`config.mk`:
```
export PLATFORM = sky130hd
export DESIGN_NAME = apb_master_bridge
export DESIGN_NICKNAME = d
export VERILOG_FILES = /design/src/rtl/apb_pkg.sv /design/src/rtl/apb_lane_align.sv /design/src/rtl/apb_master_bridge.sv
export SDC_FILE = /design/constraint.sdc
export NUM_CORES = 1
export LEC_CHECK = 0
export CAP_MARGIN = 25
export CORE_MARGIN = 3
export CORE_UTILIZATION = 30
export CTS_BUF_LIST = sky130_fd_sc_hd__clkbuf_4 sky130_fd_sc_hd__clkbuf_8 sky130_fd_sc_hd__clkbuf_16
export DETAILED_ROUTE_END_ITERATION = 6
export GPL_ROUTABILITY_DRIVEN = 0
export SLEW_MARGIN = 10
export SYNTH_ARGS = -nofsm -noshare
export SYNTH_HDL_FRONTEND = slang
export SYNTH_HIERARCHICAL = 1
export SYNTH_SLANG_ARGS = --single-unit
```
`constraint.sdc`:
```
create_clock -name PCLK -period 1.8 [get_ports PCLK]
set_input_delay 0.36 -clock PCLK [delete_from_list [all_inputs] [get_ports PCLK]]
set_output_delay 0.36 -clock PCLK [all_outputs]
set_load 0.02 [all_outputs]
```
`src/rtl/apb_pkg.sv`:
```
// APB master bridge shared definitions:
// FSM encoding, transfer sizes and the alignment check.
package apb_pkg;

    localparam logic [1:0] ST_IDLE   = 2'd0;
    localparam logic [1:0] ST_SETUP  = 2'd1;
    localparam logic [1:0] ST_ACCESS = 2'd2;
    localparam logic [1:0] ST_FAULT  = 2'd3;

    localparam logic [1:0] SIZE_BYTE  = 2'd0;
    localparam logic [1:0] SIZE_HALF  = 2'd1;
    localparam logic [1:0] SIZE_WORD  = 2'd2;
    localparam logic [1:0] SIZE_DWORD = 2'd3;

    function automatic int strb_width(input int data_w);
        return data_w / 8;
    endfunction

    // Too wide for the bus, or address not a multiple of the access size.
    function automatic logic is_misaligned(
        input logic [2:0] addr_lo,
        input logic [1:0] size,
        input logic [1:0] max_size
    );
        logic [2:0] mask;
        mask = 3'((4'd1 << size) - 4'd1);
        return (size > max_size) || ((addr_lo & mask) != 3'd0);
    endfunction

endpackage

```
`src/rtl/apb_lane_align.sv`:
```
// Byte-lane steering: write strobes, write data replication
// and right-aligned, zero-extended read data extraction.
module apb_lane_align #(
    parameter int DATA_W = 32
) (
    input  logic [1:0]                  wr_size,
    input  logic [$clog2(DATA_W/8)-1:0] wr_lane,
    input  logic                        wr_en,
    input  logic [DATA_W-1:0]           wdata,
    input  logic [1:0]                  rd_size,
    input  logic [$clog2(DATA_W/8)-1:0] rd_lane,
    input  logic [DATA_W-1:0]           prdata,
    output logic [DATA_W/8-1:0]         strb,
    output logic [DATA_W-1:0]           pwdata,
    output logic [DATA_W-1:0]           rdata
);

    localparam int STRB_W = DATA_W / 8;

    logic [3:0]        wr_nb;
    logic [3:0]        rd_nb;
    logic [DATA_W-1:0] shifted;

    always_comb begin
        wr_nb   = 4'd1 << wr_size;
        rd_nb   = 4'd1 << rd_size;
        shifted = prdata >> {rd_lane, 3'b000};
        strb    = '0;
        pwdata  = '0;
        rdata   = '0;
        for (int i = 0; i < STRB_W; i++) begin
            strb[i] = wr_en && (i >= int'(wr_lane))
                      && (i < int'(wr_lane) + int'(wr_nb));
            pwdata[8*i +: 8] = wdata[8*(i & (int'(wr_nb) - 1)) +: 8];
            rdata[8*i +: 8]  = (i < int'(rd_nb)) ? shifted[8*i +: 8] : 8'h00;
        end
    end

endmodule

```
`src/rtl/apb_master_bridge.sv`:
```
// APB4 master bridge: core valid/ready requests to APB transfers
// with lane steering, PSLVERR/timeout reporting and misalign faults.
module apb_master_bridge
    import apb_pkg::*;
#(
    parameter int ADDR_W  = 32,
    parameter int DATA_W  = 32,
    parameter int TIMEOUT = 16
) (
    input  logic                PCLK,
    input  logic                PRESETn,
    input  logic                req_valid,
    output logic                req_ready,
    input  logic                req_write,
    input  logic [ADDR_W-1:0]   req_addr,
    input  logic [1:0]          req_size,
    input  logic [DATA_W-1:0]   req_wdata,
    output logic                rsp_valid,
    output logic [DATA_W-1:0]   rsp_rdata,
    output logic                rsp_err,
    output logic                PSEL,
    output logic                PENABLE,
    output logic                PWRITE,
    output logic [ADDR_W-1:0]   PADDR,
    output logic [DATA_W-1:0]   PWDATA,
    output logic [DATA_W/8-1:0] PSTRB,
    input  logic                PREADY,
    input  logic                PSLVERR,
    input  logic [DATA_W-1:0]   PRDATA
);

    localparam int STRB_W = strb_width(DATA_W);
    localparam int OFF_W  = $clog2(STRB_W);
    localparam int CNT_W  = (TIMEOUT > 0) ? $clog2(TIMEOUT + 1) : 1;
    localparam logic [1:0]       MAX_SIZE = 2'(OFF_W);
    localparam logic [CNT_W-1:0] CNT_MAX  = CNT_W'(TIMEOUT);

    logic [1:0]        state;
    logic [1:0]        state_nxt;
    logic [1:0]        size_q;
    logic [STRB_W-1:0] strb_q;
    logic [STRB_W-1:0] strb_nxt;
    logic [DATA_W-1:0] pwdata_nxt;
    logic [DATA_W-1:0] rdata_ext;
    logic [CNT_W-1:0]  wait_cnt;
    logic              accept;
    logic              misalign;
    logic              timed_out;
    logic              done;

    apb_lane_align #(.DATA_W(DATA_W)) u_align (
        .wr_size (req_size),
        .wr_lane (req_addr[OFF_W-1:0]),
        .wr_en   (req_write),
        .wdata   (req_wdata),
        .rd_size (size_q),
        .rd_lane (PADDR[OFF_W-1:0]),
        .prdata  (PRDATA),
        .strb    (strb_nxt),
        .pwdata  (pwdata_nxt),
        .rdata   (rdata_ext)
    );

    assign misalign  = is_misaligned(req_addr[2:0], req_size, MAX_SIZE);
    assign timed_out = (TIMEOUT > 0) && !PREADY && (wait_cnt == CNT_MAX);
    assign done      = (state == ST_ACCESS) && (PREADY || timed_out);
    assign req_ready = PRESETn && ((state == ST_IDLE) || (state == ST_FAULT) || done);
    assign accept    = req_valid && req_ready;
    assign PSEL      = (state == ST_SETUP) || (state == ST_ACCESS);
    assign PENABLE   = (state == ST_ACCESS);
    assign PSTRB     = PSEL ? strb_q : '0;

    always_comb begin
        case (state)
            ST_SETUP:  state_nxt = ST_ACCESS;
            ST_ACCESS: state_nxt = done ? ST_IDLE : ST_ACCESS;
            default:   state_nxt = ST_IDLE;
        endcase
        if (accept) state_nxt = misalign ? ST_FAULT : ST_SETUP;
    end

    always_ff @(posedge PCLK or negedge PRESETn) begin
        if (!PRESETn) begin
            state     <= ST_IDLE;
            PADDR     <= '0;
            PWRITE    <= 1'b0;
            PWDATA    <= '0;
            strb_q    <= '0;
            size_q    <= '0;
            wait_cnt  <= '0;
            rsp_valid <= 1'b0;
            rsp_err   <= 1'b0;
            rsp_rdata <= '0;
        end else begin
            state <= state_nxt;
            if (accept && !misalign) begin
                PADDR  <= req_addr;
                PWRITE <= req_write;
                PWDATA <= pwdata_nxt;
                strb_q <= strb_nxt;
                size_q <= req_size;
            end
            if (state == ST_SETUP) begin
                wait_cnt <= '0;
            end else if (state == ST_ACCESS && !PREADY && wait_cnt != CNT_MAX) begin
                wait_cnt <= wait_cnt + 1'b1;
            end
            rsp_valid <= done || (state == ST_FAULT);
            // PSLVERR only counts on the PREADY cycle.
            rsp_err   <= (state == ST_FAULT) || timed_out || (done && PREADY && PSLVERR);
            rsp_rdata <= (done && PREADY && !PSLVERR && !PWRITE) ? rdata_ext : '0;
        end
    end

endmodule
```
==> results of run 1 <==
==> synth_stat cells (all sizes together) <==
cell | number | share of area [%]
ha | 7 | 1.5
fa | 1 | 0.35
clkbuf | 6 | 0.41
nor4b | 1 | 0.41
a211oi | 16 | 2.1
a221oi | 1 | 0.26
inv | 12 | 0.78
buf | 27 | 4.0
or2 | 2 | 0.22
nand3b | 1 | 0.13
nor3 | 4 | 0.35
a21oi | 4 | 0.35
xor2 | 2 | 0.30
nor2 | 19 | 1.6
a311oi | 1 | 0.26
o21ai | 9 | 0.78
nor3b | 1 | 0.13
mux2i | 18 | 3.1
o21a | 1 | 0.13
o31a | 1 | 0.15
nor2b | 15 | 1.6
nand3 | 3 | 0.26
mux2 | 87 | 22
a31oi | 1 | 0.11
and3b | 1 | 0.15
mux4 | 7 | 2.7
xnor2 | 2 | 0.30
a22o | 1 | 0.30
nand2b | 9 | 0.98
and4bb | 1 | 0.28
dfrtp | 112 | 49
and2 | 40 | 4.4
nand2 | 14 | 0.91
o211a | 1 | 0.17
o22ai | 1 | 0.11
==> worst min-delay path by stage <==
stage | startpoint | endpoint | slack (ps)
floorplan | PRESETn | PADDR[0] | 60
global placement | PADDR[15] | PADDR[15] | 490
detailed placement | PADDR[13] | PADDR[13] | 490
CTS | PRESETn | PADDR[11] | 180
global route | PRESETn | rsp_rdata[21] | 200
finish | PRESETn | PADDR[14] | 150
==> cells by family after synthesis <==
family / synth area share (%)
buffers and inverters: 5.18
adders and majority gates: 1.87
AOI/OAI and AO/OA: 4.72
xor gates and xnor gates: 0.609
DFF: 48.7
and+or+nand+nor: 11.4
muxes: 27.5
==> what timing repair did <==
action                     in CTS  in global routing
buffers inserted                3                  3
gates cloned                    0                  0
setup endpoints to repair      78                 80
resized for setup              42                 13
pin swaps                       1                  1
==> stage by stage <==
stage                     hold slack (ps)  instance area [sq um]  std cells
after floorplan                      64.4                   5840        429
after global placement                491                   8400        883
after global routing                  201                   8750        903
final                                 154                   8750        903
after detailed placement              492                   8400        883
after CTS                             178                   8700        900
==> area by class of cell <==
cell class                      count  area, sq um  area share, %
Antenna cell                        1         2.50         0.0286
Clock buffer                        9          225           2.57
Clock inverter                      5         50.0          0.572
Inverter                           12         45.0          0.515
Multi-Input combinational cell    272         2710           31.0
Sequential cell                   112         2800           32.0
Tap cell                          229          287           3.28
Timing Repair Buffer              263         2630           30.0
==> sequential cells by signal (all words and copies together) (netlist names) <==
signal     count
PADDR         32
size_q         2
PWRITE         1
strb_q         4
rsp_err        1
rsp_valid      1
state          2
PWDATA        32
wait_cnt       5
rsp_rdata     32
==> critical path: cells and delay by family (launching register included) <==
kind	cells	cell delay (ps)
AOI/OAI and AO/OA	1	260
buffers and inverters	4	490
DFF	1	350
and+or+nand+nor	2	350
adders and majority gates	1	190
muxes	1	300
==> routing by layer <==
| metal | vias to the layer above | track usage (%) | wire length [um] |
|---|---|---|---|
| li1 | 1953 | - | - |
| met1 | 2051 | 20.9 | 6810 |
| met2 | 101 | 27.3 | 8580 |
| met3 | 13 | 3.24 | 671 |
| met4 | 0 | 4.22 | 211 |
| met5 | - | 0 | 0 |
==> power breakdown <==
| group | internal [W] | total (W) | switching [W] | leakage (nW) |
|---|---|---|---|---|
| logic | 0.00369 | 0.00645 | 0.00277 | 2.32 |
| registers | 0.00339 | 0.00394 | 0.000557 | 1.42 |
| clock network | 0.00106 | 0.00196 | 0.000908 | 0.141 |
==> results by group, run 1 <==
Global routing
  • Initial antenna violation count: 1
  • Number of global-route vias before repair: 4597
  • Largest net degree at the start of global routing: 63
  • First-pass GRT wire length: 25900 um
  • Total grt overflow: 0
  • GRT Overall Usage: 16.0%

Setup path
  • Max incr delay on CP: 350 ps
  • CP cell instances: inv_1, ha_1, and4bb_4, buf_4, o31a_1, nor2b_4, buf_12, buf_12, mux2_4
  • Slowest stage cell, crit path: dfrtp_1
  • Reg2reg start: wait_cnt[0]
  • Reg2Reg Setup Slack: -250 ps
  • Element type at the critical path end: register
  • Worst setup path startpoint: wait_cnt[0]
  • Req. time, crit path: 2030 ps
  • R2R cell count: 9
  • CP endpoint: PWDATA[0]
  • R2R Path End: PWDATA[0]
  • Crit path max fanout: 11
  • Worst setup SP type: register
  • Crit path DAT: 2280 ps
  • CP most frequent cell: buf_12
  • Kind of critical path: reg -> reg

Clocking
  • CTS Root Cell: clkbuf_16
  • Clk sinks: 112
  • Longest Clk Path Bufs: 2
  • CTS tree: yes
  • CTS buffer count: 9
  • Later-pin clock latency in the skew report: 350 ps
  • H-tree depth: 3
  • Worst-path clk slew: 70 ps
  • CTS Hold Buffers Added: 0

Floorplan
  • Top-Level Pins: 210
  • Rows: 49
  • Core ar.: 18400 sq um
  • Die Y: 144 um
  • Effective utilization at floorplan: 31.3%
  • Die area: 20900 sq um
  • Horiz. Die Dim: 144 um

Power and ir drop
  • Pwr dens: 1410 nW/um^2
  • Total power: 0.0124 W
  • Maximum vdd drop: 750 uV
  • Pleak: 3.88 nW

Synth
  • Post-Syn Area per Cell: 13.4 sq um
  • Post-Syn Area: 5750 sq um
  • Post-Syn Instances: 429
  • Syn. warnings: 6
  • Post-synthesis cell type count: 42
  • Syn_nets: 541
  • Register area share after synthesis: 48.7%
  • FF+latch count, synth: 112

Run status
  • Status: complete, but fails checks
  • Violated checks: setup timing

Timing
  • Final Hold Vio Count: 0
  • Fin crit period: 2050 ps
  • Period utilization: 114%
  • Final setup vio count: 72
  • Slew Viols, Final: 0
  • Post-route setup slack: -249 ps
  • Slew margin rel.: 47.0%
  • Fmax: 488 MHz
  • RSZ-0062 raised after global routing: true
  • Setup Skew: 7.26 ps
  • Worst-Margin Slew: 796 ps
  • Setup TNS: -15710 ps

Layout
  • Area grow syn2layout: 52.2%
  • Nets: 782
  • Ratio of cells with drive above 1 in the final layout: 27.0%
  • Most common cell after layout, fill and taps aside: clkdlybuf4s50_1
  • Layout fillers: 1663
  • Most frequent cells in the layout: clkdlybuf4s50_1, dfrtp_1, mux2_4, buf_4, and2_1
  • Final Util: 47.6%

Hold path
  • Hold WC Path Type: in -> async

Placement
  • Pre-CTS WS: -787 ps
  • Post-DP HPWL: 12200 um
  • I/O Buffers: 209

Drt
  • Initial DRT Pass Iterations: 5
  • Avg Vias per Cell: 4.56
  • Routed wire length: 16300 um
  • Via count: 4118
  • WL per Instance: 18.0 um
  • Routed Antenna Nets: 0
  • DRT iter0 DRCs: 136
  • Drt drc: 0

Job
  • Maxcap violations: 0
Power figures use the tool's default switching activity.
==> run 2: changes to the inputs <==
CORE_ASPECT_RATIO = 1.25   (was not set)
==> results by group, run 2 (synthesized netlist as in run 1, its figures left out) <==
Run status
  • Status: complete, but fails checks
  • Violated checks: setup timing

Setup path
  • Reg2reg start: state[1]
  • R2R cell count: 7 (-2)
  • Max incr delay on CP: 420 ps (+70 ps)
  • Worst setup SP type: register
  • CP cell instances: ha_4, o211a_1, o31a_1, nor2b_4, buf_12, buf_12, mux2_4
  • Slowest stage cell, crit path: dfrtp_1
  • Reg2Reg Setup Slack: -260 ps (about the same)
  • Req. time, crit path: 2020 ps (about the same)
  • Crit path max fanout: 14 (+3)
  • R2R Path End: PADDR[26]
  • Crit path DAT: 2280 ps (about the same)
  • CP bufs+invs: 2 (-2)
  • Kind of critical path: reg -> reg
  • Element type at the critical path end: register
  • CP most frequent cell: buf_12
  • CP delay by family, top: flip-flops

Layout
  • ANT cells: 0 (-1)
  • Fin area: 8780 sq um (+0.37%)
  • Ratio of cells with drive above 1 in the final layout: 27.0% (-0.068 points)
  • Area grow syn2layout: 52.7%
  • Most common cell after layout, fill and taps aside: clkdlybuf4s50_1
  • Top Registers: PADDR (32), PWDATA (32), rsp_rdata (32)
  • Nets: 778 (-0.51%)
  • Final Util: 46.8% (-0.80 points)
  • Most frequent cells in the layout: clkdlybuf4s50_1, dfrtp_1, mux2_4, and2_1, buf_4
  • Layout fillers: 1719 (+3.4%)

Drt
  • WL per Instance: 17.4 um (-3.5%)
  • Initial DRT Pass Iterations: 4 (-1)
  • Routed Antenna Nets: 0 (unchanged)
  • Via count: 4105 (-0.32%)
  • DRT iter0 DRCs: 163 (+20%)
  • Routed wire length: 15700 um (-3.5%)
  • Avg Vias per Cell: 4.55 (-0.32%)
  • Drt drc: 0 (unchanged)

Power and ir drop
  • Maximum vdd drop: 960 uV (+28%)
  • Clock share of power: 18.6% (+2.7 points)
  • Internal: 0.00842 W (+3.6%)
  • Combinational power share: 50.6% (-1.6 points)
  • Sequential share of power: 30.9% (-1.0 points)
  • Total power: 0.0126 W (+2.3%)
  • Switching power share of the total: 33.4% (-0.82 points)
  • Psw: 0.00423 W (-0.14%)
  • Pwr dens: 1440 nW/um^2 (+1.9%)
  • Pleak: 3.87 nW (-0.12%)

Clocking
  • Later-pin clock latency in the skew report: 360 ps (about the same)
  • Clk sinks: 112 (unchanged)
  • Worst-path clk slew: 80 ps (about the same)
  • H-tree depth: 3 (unchanged)
  • CTS Root Cell: clkbuf_16
  • CTS buffer count: 9 (unchanged)
  • CTS tree: yes
  • CTS Hold Buffers Added: 0 (unchanged)
  • Longest Clk Path Bufs: 2 (unchanged)

Placement
  • Placed Area: 8350 sq um (-0.55%)
  • I/O Buffers: 209 (unchanged)
  • Post-DP HPWL: 11700 um (-4.2%)

Timing
  • Slew Viols, Final: 0 (unchanged)
  • Fmax: 487 MHz (-0.32%)
  • RSZ-0062 raised after global routing: true
  • Final Hold Vio Count: 0 (unchanged)
  • Fin crit period: 2060 ps (+6.55 ps)
  • Slew margin rel.: 56.6% (+9.6 points)
  • Setup Skew: 13.4 ps (+6.12 ps)
  • Period utilization: 114% (+0.36 points)
  • Post-route setup slack: -255 ps (-6.55 ps)
  • Worst-Margin Slew: 651 ps (-145 ps)
  • Final setup vio count: 76 (+5.6%)

Floorplan
  • Horiz. Die Dim: 130 um (-10%)
  • Die area: 20900 sq um (about the same)
  • Core ar.: 18800 sq um (+2.1%)
  • Die Y: 161 um (+11%)
  • Rows: 56 (+14%)
  • Effective utilization at floorplan: 30.6% (-0.64 points)
  • Top-Level Pins: 210 (unchanged)

Global routing
  • Number of global-route vias before repair: 4508 (-1.9%)
  • GRT Overall Usage: 15.0% (-1.0 points)
  • First-pass GRT wire length: 24800 um (-4.2%)
  • Initial antenna violation count: 1 (unchanged)
  • Total grt overflow: 0 (unchanged)
  • Largest net degree at the start of global routing: 115 (+83%)

Job
  • Maxcap violations: 0 (unchanged)

Hold path
  • Hold WC Path Type: in -> async
-- run 2: changes by cell type in the layout (fill, tap and decap cells not counted), moves of 2 or more --
cell           previous run  this run
buf_12                   10         8
buf_4                    47        39
buf_6                     3         8
bufinv_16                 1         3
clkbuf_4                  0         2
clkinv_2                  4         0
clkinvlp_4                0         2
dlygate4sd2_1             3         1
-- run 2: routing by layer --
layer  up-vias  global-route usage (%)  wire [um]
li1       1940                       -          -
met1      2017                    19.2       6640
met2       119                    24.4       7750
met3        27                    3.43        828
met4         2                    6.19        467
met5         -                       0         13
-- run 2: stage by stage --
stage | std cells | hold WS [ps] | setup TNS, ps | worst slack, ps
finish | 903 | 162 | -15880 | -255
global route | 903 | 253 | -20360 | -314
CTS | 901 | 243 | -15190 | -238
detailed placement | 881 | 492 | -41570 | -807
global placement | 881 | 493 | -42010 | -728
floorplan | 429 | 64.4 | -11880 | -290
-- run 2: power by group through the flow --
stage	logic [W]	clock network [W]	registers, W
6_report	0.00640	0.00235	0.00390
5_1_grt	0.00679	0.00252	0.00403
4_1_cts	0.00642	0.00241	0.00392
3_5_place_dp	0.00637	0	0.00394
3_3_place_gp	0.00629	0	0.00392
2_1_floorplan	0.00274	0	0.00485
-- run 2: timing repair --
action | 4_1_cts | 5_1_grt
gates cloned | 0 | 0
setup endpoints to repair | 79 | 80
pin swaps | 6 | 4
resized for setup | 44 | 14
buffers inserted | 4 | 2
-- run 2: cell type report --
cell class / count / area (sq um) / share of cell area (%)
Tap cell: 232 / 290 / 3.31
Sequential cell: 112 / 2800 / 31.9
Clock inverter: 5 / 105 / 1.20
Clock buffer: 11 / 240 / 2.74
Multi-Input combinational cell: 272 / 2700 / 30.8
Inverter: 12 / 45.0 / 0.513
Timing Repair Buffer: 259 / 2590 / 29.6
-- run 2: worst max path at each step --
stage                     start   endpoint  depth (start not counted)
global route           state[1]   PADDR[3]                          7
CTS                 wait_cnt[0]  req_ready                          7
global placement    req_size[1]  strb_q[0]                          9
finish                 state[1]  PADDR[26]                          7
detailed placement  req_size[1]  strb_q[0]                          9
floorplan           req_size[1]  strb_q[0]                          9
-- run 2: worst register-to-register path, delay by kind of cell, from the launching register on --
kind	cells	cell delay, ps
compound gates	2	370
fa+ha+maj	1	290
buf+inv	2	350
flops	1	420
mux	1	320
simple gates	1	190
==> run 3: changes to the inputs <==
ABC_CLOCK_PERIOD_IN_PS = 2130   (was not set)
clock period = 2.13 ns   (was 1.8 ns; I/O delays follow)
==> results by group, run 3 (synthesized netlist as in run 1, its figures left out) <==
Placement
  • Pre-CTS WS: -523 ps (+284 ps)
  • I/O Buffers: 209 (unchanged)
  • Post-DP HPWL: 10800 um (-7.5%)

Timing
  • Worst Hold Slack: 442 ps (+280 ps)
  • Setup TNS: 0 ps (+15880 ps)
  • Final setup vio count: 0 (-100%)
  • Fmax: 486 MHz
  • Worst-Margin Slew: 649 ps (-2.21 ps)
  • Setup Skew: 10.8 ps (-2.54 ps)
  • RSZ-0062 raised after global routing: true
  • Final Hold Vio Count: 0 (unchanged)
  • Slew Viols, Final: 0 (unchanged)
  • Period utilization: 96.6%
  • Fin crit period: 2060 ps
  • Slew margin rel.: 56.6% (about the same)
  • Post-route setup slack: 72.7 ps (+328 ps)

Setup path
  • CP cell instances: inv_1, ha_4, buf_4, nor2b_1, clkdlybuf4s15_2
  • Kind of critical path: reg -> out
  • Max incr delay on CP: 390 ps (-30 ps)
  • Reg2Reg Setup Slack: 80 ps (+340 ps)
  • Crit path DAT: 1630 ps (-650 ps)
  • Element type at the critical path end: primary output
  • Worst setup SP type: register
  • Req. time, crit path: 1700 ps (-320 ps)
  • Crit path max fanout: 6 (-8)
  • Slowest stage cell, crit path: dfrtp_1

Global routing
  • Initial antenna violation count: 0 (-1)
  • Number of global-route vias before repair: 4634 (+2.8%)
  • Total grt overflow: 0 (unchanged)
  • GRT Overall Usage: 14.4% (-0.67 points)
  • Largest net degree at the start of global routing: 67 (-42%)
  • First-pass GRT wire length: 24100 um (-2.9%)

Power and ir drop
  • Maximum vdd drop: 647 uV (-33%)
  • Sequential share of power: 31.7% (+0.8 points)
  • Pleak: 3.81 nW (-1.7%)
  • Combinational power share: 50.7% (about the same)
  • Internal: 0.00687 W (-18%)
  • Total power: 0.0104 W (-18%)
  • Pwr dens: 1190 nW/um^2 (-17%)
  • Psw: 0.00351 W (-17%)
  • Clock share of power: 17.6% (-1.0 points)
  • Switching power share of the total: 33.8% (+0.39 points)

Layout
  • Area grow syn2layout: 51.2%
  • Layout fillers: 1736 (+0.99%)
  • ANT cells: 0 (unchanged)
  • Nets: 773 (-0.64%)
  • Most frequent cells in the layout: clkdlybuf4s50_1, dfrtp_1, mux2_4, and2_1, buf_4
  • Ratio of cells with drive above 1 in the final layout: 25.4% (-1.6 points)
  • Top Registers: PADDR (32), PWDATA (32), rsp_rdata (32)
  • Most common cell after layout, fill and taps aside: clkdlybuf4s50_1

Clocking
  • Worst-path clk slew: 70 ps (about the same)
  • H-tree depth: 3 (unchanged)
  • CTS Root Cell: clkbuf_16
  • Clk sinks: 112 (unchanged)
  • Longest Clk Path Bufs: 2 (unchanged)
  • CTS tree: yes
  • Later-pin clock latency in the skew report: 350 ps (about the same)
  • CTS buffer count: 9 (unchanged)

Drt
  • DRT iter0 DRCs: 151 (-7.4%)
  • Via count: 4149 (+1.1%)
  • Routed Antenna Nets: 0 (unchanged)
  • Drt drc: 0 (unchanged)
  • Avg Vias per Cell: 4.62 (+1.6%)
  • WL per Instance: 16.8 um (-3.2%)
  • Initial DRT Pass Iterations: 4 (unchanged)
  • Routed wire length: 15100 um (-3.8%)

Floorplan
  • Core ar.: 18800 sq um (unchanged)
  • Horiz. Die Dim: 130 um (unchanged)
  • Effective utilization at floorplan: 30.6% (unchanged)
  • Rows: 56 (unchanged)
  • Die Y: 161 um (unchanged)
  • Die area: 20900 sq um (unchanged)
  • Top-Level Pins: 210 (unchanged)

Job
  • Maxcap violations: 0 (unchanged)

Run status
  • Status: completed

Hold path
  • Hold WC Path Type: in -> async
-- run 3: power by group through the flow --
stage | Sequential [W] | Clock [W] | Combinational (W)
CTS | 0.00331 | 0.00189 | 0.00525
floorplan | 0.00409 | 0 | 0.00224
global route | 0.00341 | 0.00197 | 0.00563
detailed placement | 0.00333 | 0 | 0.00524
finish | 0.00330 | 0.00182 | 0.00526
global placement | 0.00331 | 0 | 0.00519
-- run 3: worst paths after layout --
path                             start         end  depth (start not counted)
max in group asynchronous      PRESETn    PADDR[1]                          3
min reg2reg                   PADDR[2]    PADDR[2]                          1
min                            PRESETn    state[1]                          2
max reg2reg                wait_cnt[0]  PWDATA[20]                          9
max                           state[0]    PSTRB[2]                          5
min in group PCLK             PADDR[2]    PADDR[2]                          1
-- run 3: timing repair --
item	CTS	global route
gates cloned	0	3
hold buffers	1	0
endpoints found under the hold margin	1	0
buffers inserted	3	3
pin swaps	4	1
setup endpoints to repair	10	75
gates resized for setup	21	8
-- run 3: layout make-up --
| type | count | area (sq um) | share of cell area (%) |
|---|---|---|---|
| clock buffers | 13 | 274 | 3.15 |
| well taps | 232 | 290 | 3.34 |
| inverters | 12 | 45.0 | 0.518 |
| flip-flops and latches | 112 | 2800 | 32.2 |
| multi-input cells | 272 | 2690 | 31.0 |
| clock inverters | 3 | 47.5 | 0.547 |
| repair buffers | 254 | 2540 | 29.2 |
-- run 3: metal layers --
metal  global-route usage (%)  share of wire [%]  up-vias
met5                        0                  0        -
met4                     3.40                1.1        0
met3                     3.63                5.5       10
met2                     25.8                 52      128
met1                     17.1                 42     2078
li1                         -                  -     1933
-- run 3: critical path: cells and delay by family (launching register included) --
kind,cells,cell delay (ps)
flip-flops,1,390
buffers and inverters,3,550
AND/OR/NAND/NOR,1,130
adder cells (fa/ha/maj),1,220
-- run 3: through the flow --
stage          instance area, sq um  std cells  utilization (%)
6_report                       8690        898             46.3
3_3_place_gp                   8230        872             43.8
3_5_place_dp                   8230        872             43.8
4_1_cts                        8590        892             45.7
2_1_floorplan                  5770        429                -
5_1_grt                        8690        898             46.3
